==> src/rtl/run_ctrl_pkg.sv <==
// Shared command/state encodings for the CPU run-control sequencer.
package run_ctrl_pkg;

   localparam int OP_W = 3;

   typedef enum logic [OP_W-1:0] {
      OP_NOP    = 3'd0,
      OP_STEP   = 3'd1,
      OP_RUN    = 3'd2,
      OP_HALT   = 3'd3,
      OP_SET_BP = 3'd4,
      OP_CLR_BP = 3'd5
   } cmd_op_e;

   typedef enum logic [1:0] {
      ST_IDLE = 2'd0,
      ST_STEP = 2'd1,
      ST_RUN  = 2'd2,
      ST_WAIT = 2'd3
   } state_e;

   // Ops that may still be taken while pulses are being sequenced.
   function automatic logic busy_op_ok(input logic [OP_W-1:0] op);
      return (op == OP_HALT) || (op == OP_SET_BP) || (op == OP_CLR_BP);
   endfunction

endpackage

==> src/rtl/bp_match.sv <==
// Compares pc against the enabled breakpoint addresses; lowest index wins.
module bp_match #(
   parameter int BP_NUM = 2
)(
   input  logic [31:0]             i_pc,
   input  logic [BP_NUM-1:0]       i_bp_en,
   input  logic [BP_NUM-1:0][31:0] i_bp_addr,
   output logic                    o_hit,
   output logic [1:0]              o_idx
);

   // Scan high to low so the lowest matching index is the one left standing.
   always_comb begin
      o_hit = 1'b0;
      o_idx = 2'd0;
      for (int i = BP_NUM - 1; i >= 0; i--) begin
         if (i_bp_en[i] && (i_pc == i_bp_addr[i])) begin
            o_hit = 1'b1;
            o_idx = 2'(i);
         end else begin
            o_hit = o_hit;
            o_idx = o_idx;
         end
      end
   end

endmodule

==> src/rtl/cpu_run_ctrl.sv <==
// Debug run-control: turns step/run/halt commands into a spaced stream of
// one-clock CPU enable pulses, stopping on an enabled PC breakpoint.
module cpu_run_ctrl
   import run_ctrl_pkg::*;
#(
   parameter int BP_NUM = 2,
   parameter int GAP    = 2,
   parameter int CNT_W  = 16
)(
   input  logic             clk,
   input  logic             rstn,
   input  logic             cmd_valid,
   output logic             cmd_ready,
   input  logic [OP_W-1:0]  cmd_op,
   input  logic [1:0]       cmd_idx,
   input  logic [31:0]      cmd_arg,
   input  logic [31:0]      pc,
   output logic             cpu_step,
   output logic             busy,
   output logic             bp_hit,
   output logic [1:0]       bp_which,
   output logic [CNT_W-1:0] retired
);

   localparam int               GAP_W    = (GAP > 1) ? $clog2(GAP) : 1;
   localparam logic [GAP_W-1:0] GAP_LOAD = GAP_W'(GAP - 1);

   state_e                   r_state, r_ret;
   logic [CNT_W-1:0]         r_remaining, r_retired;
   logic [GAP_W-1:0]         r_gap;
   logic                     r_first, r_cpu_step, r_busy, r_bp_hit;
   logic [1:0]               r_bp_which;
   logic [BP_NUM-1:0]        r_bp_en;
   logic [BP_NUM-1:0][31:0]  r_bp_addr;

   state_e                   w_state_nx, w_ret_nx;
   logic [CNT_W-1:0]         w_rem_nx, w_step_cnt;
   logic [GAP_W-1:0]         w_gap_nx;
   logic                     w_first_nx, w_pulse, w_bp_hit_nx;
   logic [1:0]               w_bp_which_nx, w_hit_idx;
   logic                     w_accept, w_halt, w_hit;

   bp_match #(.BP_NUM(BP_NUM)) u_bp_match (
      .i_pc      (pc),
      .i_bp_en   (r_bp_en),
      .i_bp_addr (r_bp_addr),
      .o_hit     (w_hit),
      .o_idx     (w_hit_idx)
   );

   assign cmd_ready  = (r_state == ST_IDLE) ? 1'b1 : busy_op_ok(cmd_op);
   assign w_accept   = cmd_valid && cmd_ready;
   assign w_halt     = w_accept && (cmd_op == OP_HALT);
   assign w_step_cnt = (cmd_arg[CNT_W-1:0] == {CNT_W{1'b0}}) ? CNT_W'(1) : cmd_arg[CNT_W-1:0];

   // Next-state and pulse decision; HALT always pre-empts a pulse or a breakpoint stop.
   always_comb begin
      w_state_nx    = r_state;
      w_ret_nx      = r_ret;
      w_rem_nx      = r_remaining;
      w_gap_nx      = r_gap;
      w_first_nx    = r_first;
      w_bp_hit_nx   = r_bp_hit;
      w_bp_which_nx = r_bp_which;
      w_pulse       = 1'b0;
      case (r_state)
         ST_IDLE: begin
            if (w_accept && (cmd_op == OP_STEP)) begin
               w_state_nx  = ST_STEP;
               w_rem_nx    = w_step_cnt;
               w_bp_hit_nx = 1'b0;
            end else if (w_accept && (cmd_op == OP_RUN)) begin
               w_state_nx  = ST_RUN;
               w_first_nx  = 1'b1;
               w_bp_hit_nx = 1'b0;
            end else begin
               w_state_nx  = ST_IDLE;
            end
         end
         ST_STEP: begin
            if (w_halt) begin
               w_state_nx = ST_IDLE;
            end else begin
               w_pulse    = 1'b1;
               w_rem_nx   = r_remaining - CNT_W'(1);
               w_ret_nx   = (r_remaining == CNT_W'(1)) ? ST_IDLE : ST_STEP;
               w_gap_nx   = GAP_LOAD;
               w_state_nx = ST_WAIT;
            end
         end
         ST_RUN: begin
            if (w_halt) begin
               w_state_nx = ST_IDLE;
            end else if (w_hit && !r_first) begin
               w_state_nx    = ST_IDLE;
               w_bp_hit_nx   = 1'b1;
               w_bp_which_nx = w_hit_idx;
            end else begin
               w_pulse    = 1'b1;
               w_first_nx = 1'b0;
               w_ret_nx   = ST_RUN;
               w_gap_nx   = GAP_LOAD;
               w_state_nx = ST_WAIT;
            end
         end
         ST_WAIT: begin
            if (w_halt) begin
               w_state_nx = ST_IDLE;
            end else if (r_gap == {GAP_W{1'b0}}) begin
               w_state_nx = r_ret;
            end else begin
               w_gap_nx   = r_gap - GAP_W'(1);
            end
         end
         default: begin
            w_state_nx = ST_IDLE;
         end
      endcase
   end

   // Sequencer state and registered outputs.
   always_ff @(posedge clk or negedge rstn) begin
      if (!rstn) begin
         r_state     <= ST_IDLE;
         r_ret       <= ST_IDLE;
         r_remaining <= {CNT_W{1'b0}};
         r_gap       <= {GAP_W{1'b0}};
         r_first     <= 1'b0;
         r_cpu_step  <= 1'b0;
         r_busy      <= 1'b0;
         r_bp_hit    <= 1'b0;
         r_bp_which  <= 2'd0;
         r_retired   <= {CNT_W{1'b0}};
      end else begin
         r_state     <= w_state_nx;
         r_ret       <= w_ret_nx;
         r_remaining <= w_rem_nx;
         r_gap       <= w_gap_nx;
         r_first     <= w_first_nx;
         r_cpu_step  <= w_pulse;
         r_busy      <= (w_state_nx != ST_IDLE);
         r_bp_hit    <= w_bp_hit_nx;
         r_bp_which  <= w_bp_which_nx;
         r_retired   <= w_pulse ? (r_retired + CNT_W'(1)) : r_retired;
      end
   end

   // Breakpoint registers; an index with no register behind it is dropped.
   always_ff @(posedge clk or negedge rstn) begin
      if (!rstn) begin
         r_bp_en   <= {BP_NUM{1'b0}};
         r_bp_addr <= {(BP_NUM * 32){1'b0}};
      end else begin
         for (int i = 0; i < BP_NUM; i++) begin
            if (w_accept && (cmd_idx == 2'(i)) && (cmd_op == OP_SET_BP)) begin
               r_bp_en[i]   <= 1'b1;
               r_bp_addr[i] <= cmd_arg;
            end else if (w_accept && (cmd_idx == 2'(i)) && (cmd_op == OP_CLR_BP)) begin
               r_bp_en[i]   <= 1'b0;
            end
         end
      end
   end

   assign cpu_step = r_cpu_step;
   assign busy     = r_busy;
   assign bp_hit   = r_bp_hit;
   assign bp_which = r_bp_which;
   assign retired  = r_retired;

endmodule

==> config.mk <==
export PLATFORM = sky130hd
export DESIGN_NAME = cpu_run_ctrl
export DESIGN_NICKNAME = d
export VERILOG_FILES = /design/src/rtl/run_ctrl_pkg.sv /design/src/rtl/bp_match.sv /design/src/rtl/cpu_run_ctrl.sv
export SDC_FILE = /design/constraint.sdc
export NUM_CORES = 1
export LEC_CHECK = 0
export CAP_MARGIN = 20
export CELL_PAD_IN_SITES_DETAIL_PLACEMENT = 0
export CELL_PAD_IN_SITES_GLOBAL_PLACEMENT = 1
export CORE_MARGIN = 3
export CORE_UTILIZATION = 47
export CTS_BUF_LIST = sky130_fd_sc_hd__clkbuf_2
export DETAILED_ROUTE_END_ITERATION = 16
export PLACE_DENSITY_LB_ADDON = 0.1
export SETUP_SLACK_MARGIN = 0.1
export SLEW_MARGIN = 10
export SYNTH_ARGS = -nofsm -noshare
export SYNTH_HDL_FRONTEND = slang
export SYNTH_HIERARCHICAL = 1
export SYNTH_SLANG_ARGS = --single-unit
==> constraint.sdc <==
create_clock -name clk -period 4 [get_ports clk]
set_input_delay 0.4 -clock clk [delete_from_list [all_inputs] [get_ports clk]]
set_output_delay 0.4 -clock clk [all_outputs]
set_load 0.02 [all_outputs]
# After elaboration in Yosys (flattened, before gate mapping)

Cells that the tools add are included.

Register bits after elaboration: 109
Output and inout port bits: 22

Reduce and logical (&&, ||, !) cells: 32
Multiplexer cells: 46
Bitwise logic cells: 1
$add $sub $neg: 3
Equality and inequality tests: 21

Operators by type and width:

| kind                                                                 | count |
|---|---|
| 32-bit == test                                                       | 2 |
| 16-bit 2-to-1 mux                                                    | 3 |
| 16-bit one-hot mux with 2 select lines                               | 1 |
| 1-bit 2-to-1 mux                                                     | 26 |
| 2-bit 2-to-1 mux                                                     | 10 |
| 16-bit by 1-bit adder with 16-bit output, second input constant      | 1 |
| 16-bit by 1-bit == test with 1-bit output, second input constant     | 1 |
| 16-bit logical NOT                                                   | 1 |
| 16-bit by 1-bit subtractor with 16-bit output, second input constant | 1 |
| 1-bit logical AND                                                    | 13 |
| 2-bit != test, second input constant                                 | 6 |
| 2-bit nonzero test                                                   | 6 |
| 5-bit AND reduction                                                  | 2 |
| 2-bit one-hot mux with 4 select lines                                | 1 |
| 4-bit AND reduction                                                  | 2 |
| 3-bit by 2-bit == test with 1-bit output, second input constant      | 2 |
| 3-bit == test, second input constant                                 | 2 |
| 1-bit one-hot mux with 2 select lines                                | 3 |
| 3-bit AND reduction                                                  | 2 |
| 2-bit by 1-bit == test with 1-bit output, second input constant      | 2 |
| 2-bit == test, second input constant                                 | 2 |
| 2-bit logical NOT                                                    | 2 |
| 2-bit by 1-bit != test with 1-bit output, second input constant      | 2 |
| 2-bit one-hot mux with 2 select lines                                | 1 |
| 8 further kinds                                                      | 9 |

# Longest topological paths before layout

Gate-level depths: netlist (run 1).

Depth after elaboration: 10
Mapped depth: 10
Mapped depth without buffers: 10

# Hierarchy

The synthesis (run 1) kept the hierarchy.

By module, submodules not included:

| module       | cells an instance | instances | area each (um^2) | seq. area each (um^2) |
|---|---|---|---|---|
| cpu_run_ctrl | 398               | 1         | 5,009.8          | 2,727.6 |
| bp_match     | 92                | 1         | 745.7            | 0.0 |

# Least setup slack after synthesis (run 1)

Ideal clock, no wire load.

Kind: input to register
Start point: input port pc[15]
End point: register r_busy (netlist: busy)
Data required time: 3.876 ns
Library setup time: 0.124 ns
Stages on the path: 10
Path buffers: 0
Data arrival time: 2.211 ns
Path slack: 1.665 ns
Cells stage by stage: xor2_1 > nor4_1 > nand4_1 > nor4_2 > a31o_1 > nand2b_1 > a21oi_4 > nor2b_1 > a21boi_0 > or2_1

Cells in the longest elaborated chain, start to end: 9
Elaborated cells on any way between the ends: 11

RTL lines:

| what                                    | RTL line            | RTL |
|---|---|---|
| start: declaration                      | cpu_run_ctrl.sv:17  | `input logic [31:0] pc,` |
| 32-bit == test                          | bp_match.sv:17      | `if (i_bp_en[i] && (i_pc == i_bp_addr[i])) begin` |
| 1-bit logical AND                       | bp_match.sv:17      |  |
| 1-bit 2-to-1 mux                        | bp_match.sv:17      |  |
| 1-bit 2-to-1 mux *                      | bp_match.sv:17      |  |
| net w_hit                               | cpu_run_ctrl.sv:41  | `logic w_accept, w_halt, w_hit;` |
| 1-bit logical AND *                     | cpu_run_ctrl.sv:94  | `end else if (w_hit && !r_first) begin` |
| 2-bit 2-to-1 mux *                      | cpu_run_ctrl.sv:94  |  |
| 2-bit 2-to-1 mux *                      | cpu_run_ctrl.sv:92  | `if (w_halt) begin` |
| 2-bit one-hot mux with 4 select lines * | cpu_run_ctrl.sv:66  | `case (r_state)` |
| net w_state_nx[1]                       | cpu_run_ctrl.sv:36  | `state_e w_state_nx, w_ret_nx;` |
| 2-bit nonzero test *                    | cpu_run_ctrl.sv:141 | `r_busy <= (w_state_nx != ST_IDLE);` |
| end signal: assignment                  | cpu_run_ctrl.sv:141 |  |
| end: declaration                        | cpu_run_ctrl.sv:31  | `logic r_first, r_cpu_step, r_busy, r_bp_hit;` |

Mark *: on every way through the listed nets, which the timed path passes. The rest lies on a longest branch.
A chain may end at the register's enable or synchronous reset.

# Worst setup path in the final report (run 1)

Start point: register r_bp_addr[2] in the netlist's numbering
End point: register r_busy (netlist: busy)

Cells in the longest elaborated chain, start to end: 8

RTL lines:

| what                                  | RTL line            | RTL |
|---|---|---|
| start: declaration                    | cpu_run_ctrl.sv:34  | `logic [BP_NUM-1:0][31:0] r_bp_addr;` |
| start signal: assignment              | cpu_run_ctrl.sv:152 | `r_bp_addr <= {(BP_NUM * 32){1'b0}};` |
| start signal: indexed assignment      | cpu_run_ctrl.sv:157 | `r_bp_addr[i] <= cmd_arg;` |
| 32-bit == test                        | bp_match.sv:17      |  |
| 1-bit logical AND                     | bp_match.sv:17      |  |
| 1-bit 2-to-1 mux                      | bp_match.sv:17      |  |
| net w_hit                             | cpu_run_ctrl.sv:41  |  |
| 1-bit logical AND                     | cpu_run_ctrl.sv:94  |  |
| 2-bit 2-to-1 mux                      | cpu_run_ctrl.sv:94  |  |
| 2-bit 2-to-1 mux                      | cpu_run_ctrl.sv:92  |  |
| 2-bit one-hot mux with 4 select lines | cpu_run_ctrl.sv:66  |  |
| net w_state_nx[1]                     | cpu_run_ctrl.sv:36  |  |
| 2-bit nonzero test                    | cpu_run_ctrl.sv:141 |  |

The timed path passes the listed nets, and every way through them passes these cells.

==> results of run 1 <==
registers in the layout (all words and copies together) (netlist names):
| register | flops |
|---|---|
| cpu_step | 1 |
| r_bp_addr | 64 |
| busy | 1 |
| r_remaining | 16 |
| retired | 16 |
| r_ret | 2 |
| r_gap | 1 |
| r_state | 2 |
| r_bp_en | 2 |
| r_first | 1 |
| bp_hit | 1 |
| bp_which | 2 |
cells in the mapped netlist, drive strengths merged (2+ instances only):
| library cell | n | share of area |
|---|---|---|
| nor4 | 19 | 0.022 |
| o21ai | 20 | 0.017 |
| dfrtp | 109 | 0.47 |
| o21a | 2 | 0.0026 |
| nor3 | 7 | 0.0089 |
| or3 | 4 | 0.0043 |
| clkbuf | 7 | 0.0046 |
| nor2b | 3 | 0.0046 |
| buf | 10 | 0.014 |
| o2bb2ai | 2 | 0.0030 |
| xnor2 | 44 | 0.067 |
| a211oi | 2 | 0.0048 |
| nor2 | 21 | 0.014 |
| nand2b | 5 | 0.0067 |
| o221ai | 3 | 0.0046 |
| a21oi | 14 | 0.014 |
| mux2i | 2 | 0.0035 |
| nand4 | 11 | 0.013 |
| nand3b | 4 | 0.0059 |
| nand3 | 11 | 0.0096 |
| a211o | 2 | 0.0033 |
| ha | 7 | 0.015 |
| xor2 | 35 | 0.055 |
| o22a | 3 | 0.0046 |
| and3 | 5 | 0.0054 |
| o31ai | 2 | 0.0026 |
| a2bb2oi | 3 | 0.0046 |
| nand2 | 32 | 0.021 |
| inv | 9 | 0.0059 |
| o22ai | 5 | 0.0054 |
| mux2 | 69 | 0.15 |
how the worst max path moves through the flow:
| stage | slack, ps | cells after the start | to | start |
|---|---|---|---|---|
| after CTS | 1080 | 10 | busy$_DFF_PN0_ | r_bp_addr[2]$_DFFE_PN0P_ |
| after floorplan | 1670 | 10 | busy$_DFF_PN0_ | pc[15] |
| after detailed placement | 630 | 11 | busy$_DFF_PN0_ | pc[15] |
| after global routing | 870 | 10 | busy$_DFF_PN0_ | r_bp_addr[30]$_DFFE_PN0P_ |
| final | 1060 | 10 | busy$_DFF_PN0_ | r_bp_addr[2]$_DFFE_PN0P_ |
| after global placement | 680 | 11 | busy$_DFF_PN0_ | pc[15] |
timing repair:
| action | 4_1_cts | 5_1_grt |
|---|---|---|
| hold endpoints to repair | 41 | 0 |
| gates resized for setup | 0 | 0 |
| hold buffers | 1 | 0 |
| buffers inserted | 0 | 0 |
area by class of cell:
| class | instances | area share |
|---|---|---|
| multi-input combinational | 355 | 0.419 |
| sequential | 109 | 0.395 |
| timing repair buffer | 98 | 0.142 |
| tap | 143 | 0.0259 |
| clock buffer | 11 | 0.00797 |
| clock inverter | 5 | 0.00543 |
| inverter | 9 | 0.00489 |
power breakdown:
part / switching (mW) / internal (mW) / leakage (nW)
clock: 0.369 / 0.0877 / 0.0581
sequential: 0.244 / 1.38 / 1.38
combinational: 0.749 / 0.682 / 1.57
placed cells by master (no fill, tap or decap), drive strengths merged, types with 3 or more instances in the layout:
cell | Yosys | layout
inv | 9 | 9
nand3 | 11 | 11
clkdlybuf4s50 | 0 | 92
o22a | 3 | 3
buf | 10 | 5
or3 | 4 | 4
nand4 | 11 | 11
o22ai | 5 | 5
nor3 | 7 | 7
o221ai | 3 | 3
dfrtp | 109 | 109
nand2b | 5 | 5
nand2 | 32 | 32
nor4 | 19 | 19
mux2 | 69 | 69
nor2b | 3 | 3
nor2 | 21 | 21
nand3b | 4 | 4
o21ai | 20 | 20
a21oi | 14 | 14
xor2 | 35 | 35
a2bb2oi | 3 | 3
and3 | 5 | 5
clkinv | 0 | 3
ha | 7 | 7
xnor2 | 44 | 44
clkbuf | 7 | 11
through the flow:
stage,hold slack (ps),utilization,power [mW],setup slack (ps),std cells
floorplan,104,-,2.62,1670,490
global placement,435,0.581,3.03,684,713
detailed placement,431,0.581,3.08,632,713
CTS,245,0.590,3.55,1080,730
global route,239,0.590,3.79,874,730
finish,277,0.590,3.51,1060,730
routing by layer:
metal,track usage,vias up
li1,-,1918
met1,0.296,1952
met2,0.330,111
met3,0.0492,9
met4,0.0436,0
met5,0,-
kinds of logic (layout without fill, tap and decap cells):
group	count (synthesis)	in the layout	share of synthesized area
flip-flops	109	109	0.474
other	1	1	0.000652
buffers and inverters	26	123	0.0243
XOR/XNOR	79	79	0.122
multiplexers	71	71	0.156
AND/OR/NAND/NOR	133	133	0.133
adder cells (fa/ha/maj)	7	7	0.0152
AO/OA/AOI/OAI	64	64	0.0754
==> run_results.csv, run 1 <==
group,metric,value,unit
run_status,status,"finished clean",
detailed_routing,drt-met1-wl,6.28,mm
cts,cts.sinks,109,
detailed_routing,drtIter0Drc,221,
synthesis,syn_inst,490,
synthesis,synth_edf_count,0,
floorplan,die_x,117,microns
hold_path,hp-class,"primary input to asynchronous set/reset pin",
floorplan,die-area,13600,sq um
worst_setup_path,cp-end-kind,"register",
global_routing,grt_antenna_before_repair,0,
cts,cts_tree,"done",
placement,portBuffers,93,
cts,htreeDepth,3,
worst_setup_path,crit_family,"simple AND/OR/NAND/NOR gates",
sta,setup_viol_count_final,0,
floorplan,core_area,11700,sq um
final_layout,final_cell_area,6910,sq um
detailed_routing,drt-total-wl,13.4,mm
floorplan,die_h,117,microns
synthesis,synth_ff_type,"dfrtp_1",
run,cap_violations,0,
global_routing,grt_pass1_vias,4050,
placement,placed_area,6810,sq um
sta,max_freq,340,MHz
worst_setup_path,arrival,3460,ps
placement,dp_hpwl,9.98,mm
synthesis,seq_area_frac_synth,0.474,
global_routing,grt_max_degree,44,
sta,rsz0062_at_grt,"false",
synthesis,ys_ff_latch,109,
power,leakage,3.01,nW
worst_setup_path,crit_slowest_cell,"nor4_1",
final_layout,num-fill-cells,1052,
sta,slew_headroom,0.271,
synthesis,synthDistinctLibCells,63,
worst_setup_path,r2r-start,"r_bp_addr[2]$_DFFE_PN0P_",
sta,final.min_clock_period,2940,ps
global_routing,grtUsageTotal,0.209,
sta,final.setup.tns,0,ps
cts,path_clk_slew,300,ps
cts,cts-root-buf,"clkbuf_2",
detailed_routing,num_vias,3990,
power,vdd_drop_max,0.000301,V
sta,hold_viol,0,
floorplan,num_io_pins,94,
detailed_routing,ant_nets,0,
placement,gp_congestion,0.806,
synthesis,syn_nets,569,
detailed_routing,drc,0,
sta,finalCritPeriodShare,0.735,
worst_setup_path,start_kind,"register",
floorplan,fp-row-count,39,
synthesis,async_reset_ff_frac,1.00,
floorplan,start_util,0.491,
worst_setup_path,r2r_slack,1060,ps
detailed_routing,wl_per_cell,18.4,microns
power,power_density,509,nW/um^2
global_routing,grt_pass1_wl,21.6,mm
detailed_routing,routed.top_layer,"met4",
cts,cts_buffers,9,
final_layout,regArea,2730,sq um
cts,clockBufferDepth,2,
synthesis,yosys_warnings,6,
worst_setup_path,worstPathRequired,4520,ps
detailed_routing,vias_per_cell,5.47,
worst_setup_path,path_class,"register to register",
synthesis,syn-cell-area,5760,sq um
worst_setup_path,reg2reg_depth,10,
sta,skew,39.7,ps
sta,worst_pin_slew,1090,ps
detailed_routing,dr_wl_met3,676,microns
worst_setup_path,worstPathCellList,"xor2_1, nor4_1, nand4_1, nor4_2, a31o_1, nand2b_1, a21oi_4, nor2b_1, a21boi_0, or2_1",
worst_setup_path,crit_path_max_incr_delay,480,ps
synthesis,postSynthAreaPerCell,11.7,sq um
final_layout,multi_input_area,2900,sq um
final_layout,nNetsFinal,661,
worst_setup_path,timing.rr.end,"busy$_DFF_PN0_",
worst_setup_path,path_buf_inv,0,
global_routing,grt.overflow.total,0,
sta,drv_slew,0,
final_layout,drive_above_1_share,0.175,
final_layout,antenna_cells,0,
detailed_routing,dr_wl_met2,6.32,mm
cts,insertion_delay,600,ps
final_layout,area_growth,20.0,%
worst_setup_path,cp_max_fo,5,
detailed_routing,first_pass_iters,5,
Power figures use the tool's default switching activity.
==> run 2, diff against run 1 <==
Settings changed: CORE_UTILIZATION 47 to 40.
Clock period 4 ns to 2.6 ns, I/O delays scaled along.
==> run 2 against run 1 <==
Largest power group unchanged. Power increased by 58%. Critical endpoint is now retired[14]$_DFFE_PN0P_. Worst hold slack lost 130 ps. Sequential power increased by 53%. Setup slack got worse by 1000 ps. Die area rose by 17%. Highest routed layer unchanged. Design area grew 5.8%. Maximum frequency up 16%. Via count up 1.7%. Clock power grew 56%. Global-route usage decreased by 2.4 points.
==> run_results.csv, run 2 (synthesis results as in run 1) <==
group,metric,value,unit
detailed_routing,vias_per_cell,5.07,
sta,slew_headroom,0.573,
worst_setup_path,arrival,3090,ps
floorplan,die-area,15900,sq um
power,p_total,5.57,mW
floorplan,core_area,14000,sq um
global_routing,grt_antenna_before_repair,0,
global_routing,grt_max_degree,48,
worst_setup_path,crit_slowest_cell,"dfrtp_1",
cts,cts_tree,"done",
placement,gp_congestion,0.875,
sta,skew,22.3,ps
run_status,status,"finished clean",
final_layout,final_cells,800,
power,power_density,761,nW/um^2
sta,fin_ws,56.2,ps
worst_setup_path,cp_max_fo,4,
detailed_routing,drtIter0Drc,213,
final_layout,num-fill-cells,1290,
final_layout,layout_commonest_cell,"dfrtp_1",
power,vdd_drop_max,0.000391,V
worst_setup_path,worstPathCellList,"xor2_1, nor4_1, buf_4, nand4_1, nor4_2, a31o_1, nand2b_1, a21oi_4, buf_6, nor3_4, buf_6, nand4_1, xnor2_1",
global_routing,grt_pass1_wl,23.2,mm
floorplan,die_h,126,microns
final_layout,area_growth,27.0,%
worst_setup_path,path_class,"register to register",
floorplan,fp-row-count,43,
sta,max_freq,393,MHz
cts,insertion_delay,600,ps
final_layout,antenna_cells,0,
detailed_routing,first_pass_iters,5,
sta,holdWs,147,ps
cts,cts.sinks,109,
floorplan,start_util,0.411,
worst_setup_path,start_kind,"register",
worst_setup_path,crit_path_max_incr_delay,460,ps
cts,cts_buffers,9,
sta,finalCritPeriodShare,0.978,
sta,hold_viol,0,
final_layout,drive_above_1_share,0.239,
floorplan,die_x,126,microns
global_routing,grt.overflow.total,0,
run,cap_violations,0,
worst_setup_path,path_buf_inv,3,
cts,htreeDepth,3,
hold_path,hp-class,"primary input to asynchronous set/reset pin",
sta,final.min_clock_period,2540,ps
global_routing,grt_pass1_vias,4310,
final_layout,nNetsFinal,694,
power,leakage,3.20,nW
final_layout,largest_register_ffs,64,
cts,path_clk_slew,300,ps
detailed_routing,num_vias,4059,
detailed_routing,ant_nets,0,
sta,setup_viol_count_final,0,
sta,drv_slew,0,
detailed_routing,wl_per_cell,17.6,microns
sta,worst_pin_slew,640,ps
worst_setup_path,cp-end-kind,"register",
worst_setup_path,crit_family,"simple AND/OR/NAND/NOR gates",
detailed_routing,drt-total-wl,14.1,mm
global_routing,grtUsageTotal,0.185,
worst_setup_path,worstPathRequired,3150,ps
placement,dp_cells,783,
final_layout,final_cell_mix,"109 x dfrtp_1, 91 x clkdlybuf4s50_1, 43 x xnor2_1",
floorplan,num_io_pins,94,
sta,rsz0062_at_grt,"true",
cts,clockBufferDepth,2,
placement,dp_hpwl,10.7,mm
final_layout,largest_register,"r_bp_addr",
cts,cts-root-buf,"clkbuf_2",
detailed_routing,drc,0,
placement,post-place-ws,-502,ps
placement,portBuffers,93,
## run 2: cell count changes in the layout (fill, tap and decap cells not counted), moves of 2 or more
cell | before | now
buf_4 | 4 | 33
xor2_2 | 1 | 5
nor2b_1 | 2 | 0
buf_6 | 0 | 2
clkinv_4 | 2 | 0
xor2_1 | 34 | 30
buf_12 | 1 | 3
nand3_1 | 11 | 9
nand3_2 | 0 | 2
## run 2: area by class of cell
class	instances	area, sq um	share of cell area
Inverter	9	33.8	0.00462
Timing Repair Buffer	131	1260	0.172
Clock buffer	11	55.1	0.00753
Sequential cell	109	2730	0.373
Clock inverter	5	36.3	0.00496
Multi-Input combinational cell	355	2970	0.407
Tap cell	180	225	0.0308
## run 2: timing repair
item | CTS | global route
pin swaps | 7 | 9
resized for setup | 11 | 7
endpoints found under the hold margin | 45 | 0
endpoints found under the setup margin | 23 | 22
setup buffers | 1 | 2
hold buffers | 1 | 0
## run 2: worst register-to-register path, delay by kind of cell, from the launching register on
kind                   cells  cell delay [ps]
flip-flops                 1              460
AO/OA/AOI/OAI              2              320
XOR/XNOR                   2              270
buffers and inverters      3              430
AND/OR/NAND/NOR            6             1010
## run 2: worst paths after layout
kind / start / end / slack, ps / cells after the start
worst min-delay path: rstn / r_bp_addr[18]$_DFFE_PN0P_ / 150 / 2
max in group asynchronous: rstn / r_bp_addr[17]$_DFFE_PN0P_ / 1700 / 3
min in group clk: cmd_arg[26] / r_bp_addr[58]$_DFFE_PN0P_ / 260 / 2
worst max register to register: r_bp_addr[0]$_DFFE_PN0P_ / retired[14]$_DFFE_PN0P_ / 60 / 13
worst max-delay path: r_bp_addr[0]$_DFFE_PN0P_ / retired[14]$_DFFE_PN0P_ / 60 / 13
worst min register to register: retired[15]$_DFFE_PN0P_ / retired[15]$_DFFE_PN0P_ / 500 / 1
## run 2: stage by stage
stage,TNS (ps),utilization,area [sq um]
2_1_floorplan,0,-,5760
5_1_grt,-238,0.523,7310
6_report,0,0.523,7310
4_1_cts,0,0.520,7270
3_5_place_dp,-7940,0.509,7130
3_3_place_gp,-7710,0.509,7130
## run 2: per-layer routing
metal  up-vias  track usage  part of all wire
li1       1989            -                 -
met1      1981        0.259              0.48
met2        77        0.292              0.47
met3        12       0.0479             0.046
met4         0       0.0404             0.013
met5         -            0                 0
## run 2: power breakdown
group	internal (mW)	leakage [nW]	switching, mW
Combinational	1.18	1.76	1.17
Sequential	2.13	1.38	0.373
Clock	0.134	0.0546	0.577
